[src/rtl/decodificador_secded_pipe.sv]
// Two-stage pipelined Hamming SECDED decoder with valid/ready handshake and
// saturating single/double error counters on the delivered results.
module decodificador_secded_pipe #(
  parameter  int R      = 3,
  parameter  int CNT_W  = 16,
  localparam int CW_W   = 2**R,
  localparam int DATA_W = CW_W - R - 1
) (
  input  logic              clk,
  input  logic              rst,
  input  logic              in_valid,
  output logic              in_ready,
  input  logic [CW_W-1:0]   cw_in,
  input  logic              correct_en,
  output logic              out_valid,
  input  logic              out_ready,
  output logic [DATA_W-1:0] data_out,
  output logic [R:0]        sindrome,
  output logic              err_single,
  output logic              err_double,
  output logic [CNT_W-1:0]  cnt_single,
  output logic [CNT_W-1:0]  cnt_double,
  input  logic              clr_cnt
);

  logic              r_s1_valid;
  logic [CW_W-1:0]   r_s1_cw;
  logic              r_s1_corr;
  logic              r_s2_valid;
  logic [DATA_W-1:0] r_data;
  logic [R:0]        r_sindrome;
  logic              r_err_single;
  logic              r_err_double;
  logic [CNT_W-1:0]  r_cnt_single;
  logic [CNT_W-1:0]  r_cnt_double;

  logic              w_s2_load;
  logic              w_s1_load;
  logic              w_out_hs;
  logic [R-1:0]      w_s;
  logic              w_g;
  logic              w_single;
  logic              w_double;
  logic [CW_W-1:0]   w_fixed;
  logic [DATA_W-1:0] w_data;

  // A stage may load whenever it is empty or its content leaves in the same cycle.
  assign w_s2_load = !r_s2_valid || out_ready;
  assign w_s1_load = !r_s1_valid || w_s2_load;
  assign in_ready  = w_s1_load;
  assign w_out_hs  = r_s2_valid && out_ready;

  // NOTE: every variable gets a default at the top of always_comb so no path leaves it unassigned and infers a latch.
  always_comb begin
    int k;
    w_s = '0;
    for (int i = 0; i < CW_W - 1; i++) begin
      if (r_s1_cw[i]) w_s = w_s ^ R'(i + 1);
    end
    w_g      = ^r_s1_cw;
    w_single = w_g;
    w_double = !w_g && (w_s != '0);

    // Only a true single error in the Hamming part gets a bit flipped; g0-only errors leave data intact.
    w_fixed = r_s1_cw;
    if (r_s1_corr && w_g && (w_s != '0)) begin
      for (int i = 0; i < CW_W - 1; i++) begin
        if (R'(i + 1) == w_s) w_fixed[i] = ~w_fixed[i];
      end
    end

    w_data = '0;
    k      = 0;
    for (int p = 1; p < CW_W; p++) begin
      if ((p & (p - 1)) != 0) begin
        w_data[k] = w_fixed[p-1];
        k         = k + 1;
      end
    end
  end

  // NOTE: sequential state uses non-blocking assignments so all registers update together at the edge.
  always_ff @(posedge clk) begin
    if (rst) begin
      r_s1_valid   <= 1'b0;
      r_s1_cw      <= '0;
      r_s1_corr    <= 1'b0;
      r_s2_valid   <= 1'b0;
      r_data       <= '0;
      r_sindrome   <= '0;
      r_err_single <= 1'b0;
      r_err_double <= 1'b0;
    end else begin
      if (w_s1_load) begin
        r_s1_valid <= in_valid;
        if (in_valid) begin
          r_s1_cw   <= cw_in;
          r_s1_corr <= correct_en;
        end
      end
      if (w_s2_load) begin
        r_s2_valid <= r_s1_valid;
        if (r_s1_valid) begin
          r_data       <= w_data;
          r_sindrome   <= {w_g, w_s};
          r_err_single <= w_single;
          r_err_double <= w_double;
        end
      end
    end
  end

  always_ff @(posedge clk) begin
    if (rst || clr_cnt) begin
      r_cnt_single <= '0;
      r_cnt_double <= '0;
    end else if (w_out_hs) begin
      if (r_err_single && (r_cnt_single != '1)) r_cnt_single <= r_cnt_single + 1'b1;
      if (r_err_double && (r_cnt_double != '1)) r_cnt_double <= r_cnt_double + 1'b1;
    end
  end

  assign out_valid  = r_s2_valid;
  assign data_out   = r_data;
  assign sindrome   = r_sindrome;
  assign err_single = r_err_single;
  assign err_double = r_err_double;
  assign cnt_single = r_cnt_single;
  assign cnt_double = r_cnt_double;

endmodule

[config.mk]
export PLATFORM = sky130hd
export DESIGN_NAME = decodificador_secded_pipe
export DESIGN_NICKNAME = d
export VERILOG_FILES = /design/src/rtl/decodificador_secded_pipe.sv
export SDC_FILE = /design/constraint.sdc
export NUM_CORES = 1
export LEC_CHECK = 0
export CAP_MARGIN = 20
export CELL_PAD_IN_SITES_DETAIL_PLACEMENT = 0
export CELL_PAD_IN_SITES_GLOBAL_PLACEMENT = 1
export CORE_MARGIN = 2
export CORE_UTILIZATION = 41
export CTS_BUF_LIST = sky130_fd_sc_hd__clkbuf_4 sky130_fd_sc_hd__clkbuf_8
export DETAILED_ROUTE_END_ITERATION = 12
export GPL_TIMING_DRIVEN = 0
export HOLD_SLACK_MARGIN = 0.02
export PLACE_DENSITY = 0.93
export SLEW_MARGIN = 40
export SYNTH_ARGS = -nofsm -noshare
export SYNTH_HDL_FRONTEND = slang
export SYNTH_SLANG_ARGS = --single-unit
[constraint.sdc]
create_clock -name clk -period 2.9 [get_ports clk]
set_input_delay 0.725 -clock clk [delete_from_list [all_inputs] [get_ports clk]]
set_output_delay 0.725 -clock clk [all_outputs]
set_load 0.05 [all_outputs]
==> metrics.txt <==
Die ar. 6720 sq um; share of layout cells above drive strength 1 5.03%; post-place setup slack -0.477 ns; H-Tree Depth 2; Yosys top cell area share 41.7%; RePlAce Congestion 0.824; Max Freq 359 MHz; asr flop ratio synth 0%; EDFF count, synth 0; startpoint types input pin; FF-to-FF setup slack 0.70 ns; Vias/cell 5.15; Skew-Pair Late Insertion Delay 0.30 ns; Top FF cell, synth dfxtp_1; DP Area 3160 sq um; Seq/Total Area, Yosys 41.7%; Worst Skew 0.00729 ns; Post-Syn Instances 294; Num CTS Buffers 5; All-Layer GR Usage 16.8%; Synth Net Count 310; multi-input logic area 1350 sq um; clk buf depth 2; Die Y 82.0 um; TNS Setup 0 ns; CP max FO 11; area delta synth->final 30.5%; count of nets after finishing 373; Required @ worst endpoint 2.17 ns; std cell rows 28; sink of the worst hold path r_s1_cw[7]; min-delay worst type reg -> reg; number of global-route vias before repair 2069; Hold Vio Cnt, Final 0; antenna violations before repair 0; design area 3260 sq um; area leader, netlist dfxtp_1; Starting Density 42.4%; leading post-synthesis cells by cell area dfxtp_1, xor2_1, nor2_1; routed len/inst 12.6 um; CP endpoint kind primary output; initial drt markers 95; Worst VDD drop 0.290 mV; first-pass GRT wire length 9.01 mm; port bufs 57; Worst Hold Path Cells 2; HP Start r_s1_cw[7]; Setup Buffers After CTS 0; Final ANT Viol Nets 0; Synth cell types 41; fin worst setup slack 0.116 ns; Slew HR 52.4%; DP HPWL 4.08 mm; Die X 82.0 um; I/O pin count 58; # DRC 0; grt ovf 0; Syn. warnings 0; MaxCap Viol Count 0; worst-margin pin slew 0.708 ns; ant diodes 0; WS Path Type in -> out; Reg area 1040 sq um; R2R Path End cnt_double[1]; Slew Limit Fails 0; Mean Syn Cell Area 8.49 sq um; RSZ-0062 raised after global routing no; cts hold-fix bufs 0; # fillers 565; Cell Area, Synth 2490 sq um; clk sinks 52; final period utilization 96.0%; synthesized flop and latch total 52; largest net degree at the start of global routing 16; clock root cell clkbuf_8; clk slew on worst S/H paths 0.09 ns; PD cells 427 nW/um^2; CTS tree done; via count 2232; RR Startpoint cnt_double[0]; Final min period 2.78 ns; final setup fails 0; core box area 5890 sq um; Worst R2R Path Depth 7; total routed wirelength 5.45 mm; Initial DRT Pass Iterations 4; post_cts resized 4; CP arrival 2.06 ns; status complete, no violations; Pleak 1.10 nW
==> placed cells by master (no fill, tap or decap), drive strengths merged, types with 3 or more instances in the layout <==
cell	n
inv	4
nor2	43
nand3	22
xnor2	15
a211oi	6
and3	10
clkdlybuf4s50	56
o21ai	10
nor2b	3
clkbuf	15
xor2	23
a311oi	4
o2111ai	3
nor3	8
a21oi	16
a31oi	3
o211ai	3
nand4	10
buf	5
or3	4
nand2	21
dfxtp	52
==> layer usage <==
metal | share of wire [%] | GRT usage (%) | wire length, um
met1 | 50 | 22.5 | 2700
met4 | 0.88 | 3.83 | 48
met3 | 3.0 | 2.64 | 165
met2 | 47 | 28.4 | 2540
met5 | 0 | 0 | 0
==> area by class of cell <==
type                       instances  area share [%]
buffer                            14            2.57
clock buffer                       7            2.77
clock inverter                     1           0.231
inverter                           4           0.461
multi-input combinational        223            41.6
sequential                        52            32.0
tap                               75            2.88
timing repair buffer              57            17.5
==> registers in the layout (all words and copies together) (netlist names) <==
name and flops:
sindrome 4, r_s1_valid 1, out_valid 1, err_double 1, cnt_single 16, data_out 4, r_s1_corr 1, cnt_double 16
r_s1_cw 8
==> cell usage after synthesis, types with 3 or more instances <==
master / number
inv_1: 4
a311oi_1: 4
buf_6: 3
nor2b_1: 3
or3_1: 4
xor2_1: 22
o2111ai_1: 3
o21ai_0: 7
a21oi_1: 16
nand4_1: 10
nor2_1: 43
nor3_1: 8
a31oi_1: 3
xnor2_1: 15
clkbuf_1: 9
o21ai_1: 3
and3_1: 9
a211oi_1: 6
o211ai_1: 3
dfxtp_1: 52
nand3_1: 22
nand2_1: 21
==> worst max-delay path, stage by stage <==
cell and delay, ns:
clkdlybuf4s50_1 0.47, nor2b_1 0.28, nand2_2 0.20, clkdlybuf4s18_2 0.38
==> report_power, final <==
group          total, W  internal, W  switching (W)
clock network  0.000435     0.000204       0.000231
logic          0.000207    0.0000867       0.000120
registers      0.000749     0.000732      0.0000167
==> cell families after synthesis <==
logic type | Yosys count | synth area share [%]
AO/OA/AOI/OAI | 46 | 11.5
XOR/XNOR | 39 | 14.5
adder cells (fa/ha/maj) | 2 | 1.00
buffers and inverters | 19 | 4.11
flip-flops | 52 | 41.7
multiplexers | 2 | 0.853
AND/OR/NAND/NOR | 134 | 26.3
==> stage by stage <==
step | hold WS (ns) | util (%) | total power (W) | std cells
2_1_floorplan | 0.450 | - | 0.000907 | 294
3_3_place_gp | 0.466 | 53.7 | 0.000968 | 426
3_5_place_dp | 0.469 | 53.7 | 0.000973 | 426
4_1_cts | 0.482 | 55.3 | 0.00140 | 433
5_1_grt | 0.518 | 55.3 | 0.00145 | 433
6_report | 0.478 | 55.3 | 0.00139 | 433
==> how the worst max path moves through the flow <==
stage	from	endpoint	cells after the start
6_report	out_ready	in_ready	4
5_1_grt	out_ready	in_ready	4
4_1_cts	out_ready	in_ready	4
3_5_place_dp	out_ready	in_ready	5
3_3_place_gp	out_ready	in_ready	5
2_1_floorplan	cnt_double[0]	cnt_double[1]	7
Power figures use the tool's default switching activity.
